## src/rtl/alu4_seq_pkg.sv

```systemverilog
// rtl/alu4_seq_pkg.sv - shared opcodes, FSM state encoding and flag ordering for alu4_acc_seq
package alu4_seq_pkg;

  // ALU opcodes, forwarded to the alu4 untouched
  localparam logic [2:0] OP_NOT_A = 3'b000;
  localparam logic [2:0] OP_NOT_B = 3'b001;
  localparam logic [2:0] OP_AND   = 3'b010;
  localparam logic [2:0] OP_OR    = 3'b011;
  localparam logic [2:0] OP_XOR   = 3'b100;
  localparam logic [2:0] OP_XNOR  = 3'b101;
  localparam logic [2:0] OP_ADD   = 3'b110;
  localparam logic [2:0] OP_SUB   = 3'b111;

  // 2'd3 is unused and falls back to idle
  typedef enum logic [1:0] {
    ST_IDLE = 2'd0,
    ST_EXEC = 2'd1,
    ST_DONE = 2'd2
  } state_t;

  // flag vector layout {c,n,z,v}
  localparam int FLAG_C = 3;
  localparam int FLAG_N = 2;
  localparam int FLAG_Z = 1;
  localparam int FLAG_V = 0;

  typedef logic [3:0] flags_t;

  function automatic flags_t load_flags(input logic [3:0] value);
    flags_t f;
    f         = '0;
    f[FLAG_N] = value[3];
    f[FLAG_Z] = (value == 4'd0);
    return f;
  endfunction

endpackage

```

## src/rtl/alu4_acc_seq.sv

```systemverilog
// rtl/alu4_acc_seq.sv - accumulator command sequencer feeding a 4-bit ALU; ALU4_SEQ_STICKY_V_EN makes out_v sticky
module alu4_acc_seq
  import alu4_seq_pkg::*;
#(
  parameter int CNT_W = 8
) (
  input  logic             clk,
  input  logic             reset_n,
  input  logic             in_valid,
  output logic             in_ready,
  input  logic             in_load,
  input  logic [2:0]       in_op,
  input  logic [3:0]       in_b,
  output logic [3:0]       alu_a,
  output logic [3:0]       alu_b,
  output logic [2:0]       alu_op,
  input  logic [3:0]       alu_result,
  input  logic             alu_c,
  input  logic             alu_n,
  input  logic             alu_z,
  input  logic             alu_v,
  output logic             out_valid,
  input  logic             out_ready,
  output logic [3:0]       out_result,
  output logic             out_c,
  output logic             out_n,
  output logic             out_z,
  output logic             out_v,
  output logic [CNT_W-1:0] op_cnt
);

  state_t           state;
  logic [3:0]       acc;
  logic [3:0]       b_reg;
  logic [2:0]       op_reg;
  logic             load_reg;
  flags_t           flags;
  logic [CNT_W-1:0] cnt;
  logic             v_next;

  // overflow flag update for an ALU (non-load) command
`ifdef ALU4_SEQ_STICKY_V_EN
  assign v_next = flags[FLAG_V] | alu_v;
`else
  assign v_next = alu_v;
`endif

  // single FSM: command capture, accumulator/flag writeback, result handshake
  always_ff @(posedge clk) begin
    if (!reset_n) begin
      state     <= ST_IDLE;
      acc       <= 4'd0;
      b_reg     <= 4'd0;
      op_reg    <= 3'd0;
      load_reg  <= 1'b0;
      flags     <= '0;
      cnt       <= '0;
      in_ready  <= 1'b1;
      out_valid <= 1'b0;
    end else begin
      case (state)
        ST_IDLE: begin
          if (in_valid) begin
            b_reg    <= in_b;
            op_reg   <= in_op;
            load_reg <= in_load;
            in_ready <= 1'b0;
            state    <= ST_EXEC;
          end
        end
        ST_EXEC: begin
          if (load_reg) begin
            acc   <= b_reg;
            flags <= load_flags(b_reg);
          end else begin
            acc   <= alu_result;
            flags <= {alu_c, alu_n, alu_z, v_next};
          end
          cnt       <= cnt + 1'b1;
          out_valid <= 1'b1;
          state     <= ST_DONE;
        end
        ST_DONE: begin
          if (out_ready) begin
            out_valid <= 1'b0;
            in_ready  <= 1'b1;
            state     <= ST_IDLE;
          end
        end
        default: begin
          in_ready  <= 1'b1;
          out_valid <= 1'b0;
          state     <= ST_IDLE;
        end
      endcase
    end
  end

  // operand a is the accumulator itself; b and op come from the captured command
  assign alu_a      = acc;
  assign alu_b      = b_reg;
  assign alu_op     = op_reg;
  assign out_result = acc;
  assign out_c      = flags[FLAG_C];
  assign out_n      = flags[FLAG_N];
  assign out_z      = flags[FLAG_Z];
  assign out_v      = flags[FLAG_V];
  assign op_cnt     = cnt;

endmodule

```

## config.mk

```make
export PLATFORM = sky130hd
export DESIGN_NAME = alu4_acc_seq
export DESIGN_NICKNAME = d
export VERILOG_FILES = /design/src/rtl/alu4_seq_pkg.sv /design/src/rtl/alu4_acc_seq.sv
export SDC_FILE = /design/constraint.sdc
export NUM_CORES = 1
export LEC_CHECK = 0
export ABC_AREA = 1
export CORE_ASPECT_RATIO = 0.8
export CORE_MARGIN = 2
export CORE_UTILIZATION = 37
export DETAILED_ROUTE_END_ITERATION = 6
export GPL_ROUTABILITY_DRIVEN = 0
export PLACE_DENSITY = 0.74
export SLEW_MARGIN = 20
export SYNTH_ARGS = -nofsm -noshare
export SYNTH_HDL_FRONTEND = slang
export SYNTH_SLANG_ARGS = --single-unit
```

## constraint.sdc

```tcl
create_clock -name clk -period 0.92 [get_ports clk]
set_input_delay 0.092 -clock clk [delete_from_list [all_inputs] [get_ports clk]]
set_output_delay 0.092 -clock clk [all_outputs]
set_load 0.02 [all_outputs]
```

==> Word level (Yosys, flattened, before mapping) <==
Index checks and enable logic that the tools add are counted.
{ "word_totals": {"ff_bits": 28, "input_bits": 20, "out_inout_bits": 29, "word_cells": 32} }
{ "op_classes": {"addsub": 1, "n_eq_ne": 4, "n_mux": 10, "bitwise": 2, "reduce_logical": 6} }
{ "op_table": {"columns": ["op", "count"], "rows": [
  ["8-bit by 1-bit adder with 8-bit output (second input constant)", 1],
  ["4-bit 2-to-1 mux", 2],
  ["1-bit case mux with 3 select lines", 2],
  ["2-bit case mux with 3 select lines", 1],
  ["2-bit AND reduction", 3],
  ["4-bit logical NOT", 1],
  ["2-bit 2-to-1 mux", 2],
  ["2-bit inequality test (second input constant)", 2],
  ["1-bit 2-to-1 mux", 3],
  ["3-bit AND reduction", 1],
  ["2-bit by 1-bit == test with 1-bit output (second input constant)", 1],
  ["2-bit == test (second input constant)", 1],
  ["2-bit logical NOT", 1],
  ["1-bit inverter", 2]
]} }

==> Longest topological paths before layout <==
{ "logic_depth": {"ltp_word": 3, "ltp_mapped": 6, "ltp_nobuf": 6} }

==> Worst setup path after synthesis <==
No wires, ideal clock.
{ "synth_path": {"kind": "flip-flop to flip-flop", "startpoint": "reg cnt[0] (netlist: op_cnt[0])", "endpoint": "reg cnt[4] (netlist: op_cnt[4])", "setup_time_ns": 0.113, "arrival_time_ns": 1.081, "required_time_ns": 0.807, "setup_slack_ns": -0.275, "path_stages_with_launch": 7, "path_buffers": 0, "period_less_slack_ns": 1.195, "cell_sequence": "dfxtp_1 > ha_1 > nand2_1 > nor2_1 > nand2_1 > nand2_1 > nor2_1"} }
{ "synth_between": {"elab_chain_len": 1} }
{ "synth_lines": {"columns": ["item", "line", "rtl"], "rows": [
  ["start, declared", "alu4_acc_seq.sv:38", "logic [CNT_W-1:0] cnt;"],
  ["start signal, assigned", "alu4_acc_seq.sv:79", "cnt <= cnt + 1'b1;"],
  ["8-bit by 1-bit adder with 8-bit output", "alu4_acc_seq.sv:79", null]
]} }
No other way between the ends.
A chain may end at the register's enable or synchronous reset.

==> Worst setup path after layout <==
{ "layout_path": {"startpoint": "reg state[1]", "endpoint": "reg op_reg[0] (netlist: alu_op[0])"} }
{ "layout_between": {"elab_chain_len": 2} }
{ "layout_lines": {"columns": ["item", "line", "rtl"], "rows": [
  ["start, declared", "alu4_acc_seq.sv:32", "state_t state;"],
  ["start signal, assigned", "alu4_acc_seq.sv:51", "state <= ST_IDLE;"],
  ["start signal, assigned", "alu4_acc_seq.sv:68", "state <= ST_EXEC;"],
  ["start signal, assigned", "alu4_acc_seq.sv:81", "state <= ST_DONE;"],
  ["2-bit logical NOT", "alu4_acc_seq.sv:61", "case (state)"],
  ["2-bit AND reduction (no source line)", null, null],
  ["end signal, assigned", "alu4_acc_seq.sv:65", "op_reg <= in_op;"],
  ["end, declared", "alu4_acc_seq.sv:35", "logic [2:0] op_reg;"]
]} }
No other way between the ends.

==> impl.org <==
** Cells and area
- Once layout is complete, the utilization of the core stands at between 60% and 70%.
- In the final layout, the multi-input gates occupy 646 um2.
- Share of layout cells above drive strength 1 :: 50.4%
- Number of fill cells :: ~230
- The repair_antennas step left the layout with diodes totalling 0.
- Sequential cell area :: roughly 590 um2
- From synthesis to final layout, the design area changed by 81.6%.
- Leaving out fill and tap cells, the most frequent cells in the layout are buf_4 (38), nor2_1 (21), clkdlybuf4s50_1 (19), nand2_1 (17), a21oi_1 (16).
- Nets :: ~250
- Fin cells :: about 270
- The library cell used most frequently in the layout, excluding fill and tap cells, is buf_4.
- The register with the most flip-flops in the layout has 8 of them.

** Route
- The first detailed-routing pass took 4 iterations.
- After detailed routing, the number of vias per cell comes to 5.05.
- Count of antenna-violating nets left after detailed routing :: 0
- Dividing the detail-routed wire length by the instance count gives between 15 and 20 um.
- In the routed design, unresolved DRC markers number 0.
- Post-Route WL :: approximately 4100 um
- After the first detailed-routing iteration, the DRC count stood at 50.
- Number of vias in the routed layout :: ~1300

** STA
- The count of final hold-check violations was 0.
- Maximum clock skew at final layout :: ~3.3 ps
- Slew Limit Headroom :: 78.7%
- Unrepaired setup endpoints after global routing :: true
- Tcrit/Tclk final :: 124%
- Final Max Tran Viols :: 0
- Worst-case setup margin in the final layout :: -218 ps
- At the pin with the least slew margin, the transition time is 319 ps.
- The worst path in the final design needs a cycle of about 1100 ps, including I/O delays and setup.
- Setup violations remaining at the end of the flow were counted as 27.
- Peak clock frequency supported by timing :: between 800 and 900 MHz

** Pwr
- Static Leak :: approximately 0.9 nW
- In this run the power density over the cells is around 1400 nW/um2.
- Power Total :: approximately 3 mW
- The worst-case IR drop observed on VDD is about 1400 uV.

** Die
- In this run the core area contains 18 standard-cell rows.
- DIE HEIGHT :: 53.9 um
- Total I/O pin count :: 49
- The initial utilization of the core area, before any placement, comes to between 30% and 40%.
- Overall die area :: between 3000 and 4000 um2
- Die width :: approximately 66 um
- The core region is 3020 um2.

** Clocking
- The clock reaches the later pin of the worst-skew pair after 280 ps.
- H-tree depth reported by CTS :: 1
- After clock tree synthesis, the clock-pin slew on the worst setup and hold paths is 100 ps.
- Clock sinks :: 28
- TritonCTS built the clock tree.
- Maximum number of buffers from clock root to sink :: 2
- Number of buffers created by CTS :: 3
- Root Buffer Master :: clkbuf_8

** Place
- Number of placed instances, taps included :: 253
- Port buffering added 48 buffers.
- Detailed Place HPWL :: approximately 2500 um

** Critical path
- Setup CP Type :: register to register
- The worst setup path is launched from a register.
- Critical path fanouts, max :: 7
- Critical Path AT :: approximately 1300 ps
- STA classifies the critical path endpoint as a register.
- Data on the critical path is required at its endpoint by between 1000 and 1500 ps.

** Global route
- The first global-routing pass estimated 5290 um of wire.
- Entering global routing, the biggest net connects 17 pins.
- Number of antenna violations at the first check in global routing :: 0
- GRT Util Overall :: approximately 20%
- The via count of the first global-routing pass came to ~1200.
- Global routing finished with a remaining overflow of 0.

** Logic synthesis
- Syn Inst Count :: 151
- Summing the sequential cell areas from Yosys gives 48.7% of the chip area.
- Distinct cell type count after synthesis :: 21
- Averaged over all synthesized cells, the footprint is roughly 7.6 um2.
- Area of the mapped netlist :: between 1000 and 1500 um2
- For this run, the number of Yosys warnings is 0.
- When the netlist entered floorplanning its net count stood at roughly 170.
- Counting flops and latches in the post-synthesis netlist gives 28.

** Outcome
- The final reports fail on negative setup slack.
- The flow ran to the end, but the final reports show violations.

** Min path
- The tightest min-delay check is of the input pin to register type.

** Run
- Max-cap viol count :: 0
## synth_stat cells (all sizes together)
| cell | count | area share (%) |
|---|---|---|
| a21oi | 20 | 8.7 |
| o21ai | 17 | 7.4 |
| buf | 7 | 4.9 |
| inv | 12 | 3.9 |
| nor2 | 30 | 10 |
| clkbuf | 1 | 0.33 |
| dfxtp | 28 | 49 |
| o22ai | 1 | 0.54 |
| xor2 | 1 | 0.76 |
| clkinv | 1 | 0.43 |
| nand2 | 21 | 7.5 |
| nand3 | 8 | 4.4 |
| ha | 1 | 1.1 |
| nor3 | 3 | 1.3 |
## what timing repair did
action	in CTS	in global routing
hold buffers	0	0
buffers inserted	2	6
gates resized for setup	149	54
endpoints found under the setup margin	51	47
pin swaps	6	10
gates cloned	0	1
## report_power, final
group | internal [mW] | switching, mW | total [mW]
Clock | 0.475 | 0.415 | 0.890
Sequential | 1.29 | 0.0700 | 1.36
Combinational | 0.364 | 0.395 | 0.760
## per-layer routing
| metal | GRT usage [%] | part of all wire [%] | up-vias | wire length [um] |
|---|---|---|---|---|
| li1 | - | - | 644 | - |
| met1 | 22.3 | 40 | 642 | 1670 |
| met4 | 9.52 | 2.2 | 0 | 90 |
| met2 | 35.0 | 52 | 48 | 2150 |
| met3 | 7.11 | 5.6 | 10 | 232 |
| met5 | 0 | 0 | - | 0 |
## cells by family (layout without fill, tap and decap cells)
logic type      count (synthesis)  after routing  synth area share, %
simple gates                   62             63                 23.2
buf+inv                        21             95                 9.57
fa+ha+maj                       1              1                 1.09
compound gates                 38             38                 16.6
flops                          28             28                 48.7
xor+xnor                        1              1                0.762
## layout make-up
class / instances / area share, %
sequential: 28 / 28.5
timing repair buffer: 78 / 31.5
clock buffer: 4 / 3.18
multi-input combinational: 103 / 30.9
tap: 40 / 2.40
inverter: 13 / 3.54
## stage by stage
step                area (um2)  setup slack, ps  hold WS, ps  TNS, ps
floorplan                 1200            -26.6          236     -116
global placement          1840             -240          447    -7100
detailed placement        1840             -316          467    -8300
CTS                       1870             -102          378    -1020
global route              2090             -264          393    -4440
finish                    2090             -218          387    -2780
## final timing paths
path / to / cells past startpoint / slack [ps] / start
worst max register to register: alu_op[0] / 6 / -220 / state[1]
worst min-delay path: flags[0] / 3 / 390 / alu_v
worst max-delay path: alu_op[0] / 6 / -220 / state[1]
worst min register to register: flags[0] / 2 / 480 / flags[0]
## critical path: stages, from the launching register on
cell      delay [ps]
dfxtp_2          370
clkinv_4         100
buf_12           140
nand3_4          150
inv_6             70
nor2_2           120
nor2_1            80
Power figures use the tool's default switching activity.
==> patch 1, RTL diff (same flow settings) <==
`CNT_W`: 8 -> 12.
--- a/src/rtl/alu4_acc_seq.sv
+++ b/src/rtl/alu4_acc_seq.sv
@@ -2,7 +2,7 @@
 module alu4_acc_seq
   import alu4_seq_pkg::*;
 #(
-  parameter int CNT_W = 8
+  parameter int CNT_W = 12
 ) (
   input  logic             clk,
   input  logic             reset_n,
Ports: changed (resized op_cnt); port bits go from 49 to 53. The function was not compared with the original's and may differ.
==> patch 1 against the unedited design <==
The flow still finishes with violations (negative setup slack); count of clock-buffer cells in the layout grew 3; power grew 12%; clock power increased by 36%; routed wire length decreased by 7.8%; cell area up 8.3%; worst setup slack better by 0.047 ns; core utilization fell by 8.6 points; sequential share of layout area up 1.2 points; first-iteration DRC count increased by 18%; sequential cell count is 4 higher; synthesized area rose by 23%; critical endpoint is now op_cnt[6]; largest cell class is now multi-input gates; highest routed layer unchanged.
==> patch 1: results (changes against the unedited design) <==
The standard cell area after detailed placement came out at 2146 sq um (was 1837 sq um). The multi-input gate share of the layout cell area is 30.99% (was 30.92%). The worst hold path startpoint is alu_c (was alu_v). The clock skew after layout came out at 0.003472 ns (was 0.003267 ns). The relative area of clock buffers and inverters in the final design was 4.538% (was 3.176%).

The post-synthesis net count is 215 (was 172). The count of clock buffers in the final design came out at 7 (was 4). The worst-case setup slack after placement is -0.2801 ns (was -0.3161 ns).

The sequential area share after synthesis came out at 45.19% (was 48.75%). The non-clock buffer share of cell area came to 28.56% (was 31.52%). The width of the die came to 73.21 um (was 66.33 um). The xor/xnor cell area share of the yosys netlist is 0.6178% (was 0.7617%). The actual transition at the worst max-transition pin is 0.2419 ns (was 0.3189 ns). The sum of net half-perimeters after detailed placement is 2617 um (was 2514 um). The clock insertion delay at the later pin of the skew report is 0.28 ns (about the same). The final standard cell area without fillers is 2261 sq um (was 2088 sq um).

The area fraction of the dominant cell type after synthesis is 45.19% (was 48.75%). The area share of fa/ha/maj cells after synthesis came out at 0.8826% (was 1.088%). The average cell area after synthesis came to 7.307 sq um (was 7.615 sq um).

Result of the run: finished, violations left (unchanged). The reported leakage power is 1.014 nW (was 0.8924 nW). The detailed-route vias per instance is 4.755 (was 5.053). Most area-consuming cells after synthesis: dfxtp_1 (45%), nand2_1 (9.0%), nor2_1 (9.0%) (was dfxtp_1 (49%), nor2_1 (9.5%), a21oi_1 (8.7%)).

The final-report setup violation count came out at 29 (was 27). The number of violations reported at the end of detailed-routing iteration 0 is 59 (was 50). The peak supply drop is 1001 uV (was 1392 uV).

The total length of routed wires is 3820 um (was 4144 um). The number of buffers inserted by port buffering is 52 (was 48). The number of CTS-inserted buffers came out at 5 (was 3). The clock network fraction of total power came to 35.9% (was 29.6%).

The layout cell share with drive strength beyond 1 is 40.00% (was 50.44%). The switching portion of total power came to 27.10% (was 29.25%). Leading cell types by count after synthesis: nand2_1 (34), nor2_1 (34), dfxtp_1 (32) (was nor2_1 (29), dfxtp_1 (28), a21oi_1 (20), nand2_1 (20), o21ai_0 (15)). The via count of the first global-routing pass came to 1434 (was 1185).

The routed length per instance is 11.97 um (was 15.58 um). The overall power is 3.362 mW (was 3.009 mW). The total number of nets in the final design is 295 (was 248). The distinct cell type count after synthesis was 19 (was 21). The largest fanout of any net on the critical path was 6 (was 7). The total area of sequential cells is 670.6 sq um (was 594.3 sq um). The count of inverters not on the clock network in the layout came out at 21 (was 13). The cell family contributing the most delay on the critical path was flip-flops (unchanged). The number of fill cells in the layout came out at 352 (was 233). The combinational share of power is 19.3% (was 25.2%).

The pin count of the biggest net entering global routing was 28 (was 17). The complex-gate fraction of the synthesized area is 14.30% (was 16.65%). The number of non-clock buffers in the layout came to 82 (was 78). The worst-case setup margin in the final layout came out at -0.1708 ns (was -0.2175 ns).

Violations in the final reports: negative setup slack (unchanged). The clock input transition at the sequential cells of the worst setup and hold paths was 0.07 ns (was 0.10 ns). The startpoint of the most critical setup path is op_cnt[1] (was state[1]). The all-layer global routing usage is 19.16% (was 20.11%).
[patch 1: cell types whose count changed after synthesis, moves of 4 or more]
cell / before / now
nand2_1: 20 / 34
nand3_1: 6 / 14
inv_1: 11 / 18
nor2_1: 29 / 34
dfxtp_1: 28 / 32
nor2_4: 0 / 4
[patch 1: per-layer routing]
| layer | GRT usage [%] | vias up | routed length (um) |
|---|---|---|---|
| met5 | 0 | - | 0 |
| met1 | 23.42 | 700 | 1689 |
| met4 | 9.524 | 0 | 64 |
| li1 | - | 782 | - |
| met2 | 31.79 | 31 | 1910 |
| met3 | 4.422 | 4 | 155 |
[patch 1: what timing repair did]
item	in CTS	in global routing
pin swaps	1	7
endpoints found under the setup margin	61	43
gates cloned	1	0
resized for setup	139	28
buffers inserted	2	6
hold buffers	0	0
[patch 1: worst paths after layout]
kind	endpoint	depth (start not counted)	slack, ns
max	op_cnt[6]	7	-0.17
min	flags[3]	3	0.41
max reg2reg	op_cnt[6]	7	-0.17
min reg2reg	in_ready	2	0.46
==> patch 2, RTL diff (same flow settings) <==
Made on the original files. Encoding of `state_t`: now one-hot (3 bits for 3 states).
--- a/src/rtl/alu4_seq_pkg.sv
+++ b/src/rtl/alu4_seq_pkg.sv
@@ -12,10 +12,10 @@
   localparam logic [2:0] OP_SUB   = 3'b111;
 
   // 2'd3 is unused and falls back to idle
-  typedef enum logic [1:0] {
-    ST_IDLE = 2'd0,
-    ST_EXEC = 2'd1,
-    ST_DONE = 2'd2
+  typedef enum logic [2:0] {
+    ST_IDLE = 3'b001,
+    ST_EXEC = 3'b010,
+    ST_DONE = 3'b100
   } state_t;
 
   // flag vector layout {c,n,z,v}
Formal check against the unedited RTL: same outputs for any inputs over 10 cycles, from zero or initial values and one cycle with reset_n low; not proved beyond that.
==> patch 2 against the unedited design <==
The flow still finishes with violations (negative setup slack); core utilization is 1.1 points lower; worst setup slack hardly changed; cell area is 2.0% higher; first-iteration DRC count is 24% higher; fmax hardly changed; final cell count is 9.4% higher; count of clock-buffer cells in the layout is 4 higher; power is 1.4% higher; synthesized area is 7.6% higher; routed wire length is 10% lower; sequential cell count is 1 higher; global-route usage is 1.3 points higher; clock skew hardly changed; critical path type unchanged; highest routed layer unchanged.
==> patch 2: results (changes against the unedited design) <==
Result of the run: finished, violations left (unchanged). Violations in the final reports: negative setup slack (unchanged). The standard cell area after detailed placement is 2043 sq um (was 1837 sq um). The origin of the critical flop-to-flop path is state[0] (was state[1]). The number of fill cells in the layout is 273 (was 233). The all-layer global routing usage is 21.40% (was 20.11%).

The total negative slack for setup checks came out at -4.587 ns (was -2.785 ns). The combinational share of power is 22.1% (was 25.2%). The total number of nets in the final design is 271 (was 248). The final-report setup violation count was 31 (was 27). The number of CTS-inserted buffers is 5 (was 3). The layout cell share with drive strength beyond 1 is 42.23% (was 50.44%). The post-synthesis net count was 189 (was 172). The number of violations reported at the end of detailed-routing iteration 0 was 62 (was 50). The pin count of the biggest net entering global routing was 16 (was 17). The switching power total came out at 865.8 uW (was 880.2 uW). The clock insertion delay at the later pin of the skew report is 0.28 ns (about the same).

The clock distribution power was 999 uW (was 890 uW). The endpoint of the worst hold path is alu_a[0] (was flags[0]). The worst-case setup margin in the final layout is -0.2171 ns (was -0.2175 ns). Most area-consuming cells after synthesis: dfxtp_1 (47%), nand2_1 (10%), nor2_1 (8.2%) (was dfxtp_1 (49%), nor2_1 (9.5%), a21oi_1 (8.7%)). The worst hold path startpoint was alu_result[0] (was alu_v).

The routed wire length on met2 came out at 1825 um (was 2153 um). The sum of net half-perimeters after detailed placement came out at 2600 um (was 2514 um). The sequential area share after synthesis came out at 46.92% (was 48.75%). The clock input transition at the sequential cells of the worst setup and hold paths is 0.06 ns (was 0.10 ns). The amount of wire on met3 after detailed routing came out at 137 um (was 232 um). The terminus of the critical flop-to-flop path was alu_a[3] (was alu_op[0]). The number of H-tree branching levels came out at 2 (was 1). The yosys synthesis warning count came out at 0 (unchanged).

The clock network fraction of total power is 32.7% (was 29.6%). The global-route wire length before repair came out at 6051 um (was 5292 um). The data arrival time at the worst-slack endpoint came out at 1.34 ns (was 1.31 ns).

The largest fanout of any net on the critical path came to 4 (was 7).
patch 2: changes by cell type after synthesis, sizes merged, moves of 4 or more:
cell   before  now
nand2      21   34
a21oi      20    8
inv        12   18
a31oi       0    5
nand4       0    4
patch 2: final cells by class:
cell class / instances / share of cell area (%)
Timing Repair Buffer: 83 / 31.30
Clock buffer: 8 / 3.758
Sequential cell: 29 / 28.54
Tap cell: 40 / 2.349
Multi-Input combinational cell: 113 / 30.53
Inverter: 18 / 3.523
patch 2: worst max path at each step:
stage | start | slack (ns) | depth (start not counted) | to
finish | state[0] | -0.22 | 6 | alu_a[3]
global route | state[0] | -0.30 | 7 | alu_b[3]
detailed placement | in_valid | -0.29 | 6 | alu_b[0]
global placement | in_valid | -0.25 | 6 | alu_b[2]
CTS | state[0] | -0.20 | 7 | alu_b[0]
floorplan | state[1] | -0.08 | 6 | alu_b[3]
patch 2: metrics by stage:
stage                     instances  util, %  hold WS [ns]  worst slack (ns)
after floorplan                 168        -        0.2269          -0.07602
after global placement          281    65.27        0.5006           -0.2461
after detailed placement        281    65.27        0.5054           -0.2875
after CTS                       290    66.55        0.3847           -0.2020
after global routing            291    68.07        0.4223           -0.2952
final                           291    68.07        0.3859           -0.2171
patch 2: timing repair:
action                                  in CTS  in global routing
resized for setup                          143                 18
endpoints found under the setup margin      58                 40
buffers inserted                             1                  1
pin swaps                                    8                  3
endpoints found under the hold margin        0                  0
patch 2: logic make-up (layout without fill, tap and decap cells):
group,count (synthesis),after routing,share of synthesized area [%]
buffers and inverters,26,109,10.11
DFF,29,29,46.92
and+or+nand+nor,80,80,28.31
AOI/OAI and AO/OA,32,32,13.65
adders and majority gates,1,1,1.011
patch 2: per-layer routing:
metal	track usage (%)	vias up
li1	-	705
met2	32.28	28
met5	0	-
met3	6.680	4
met4	6.857	0
met1	28.72	608
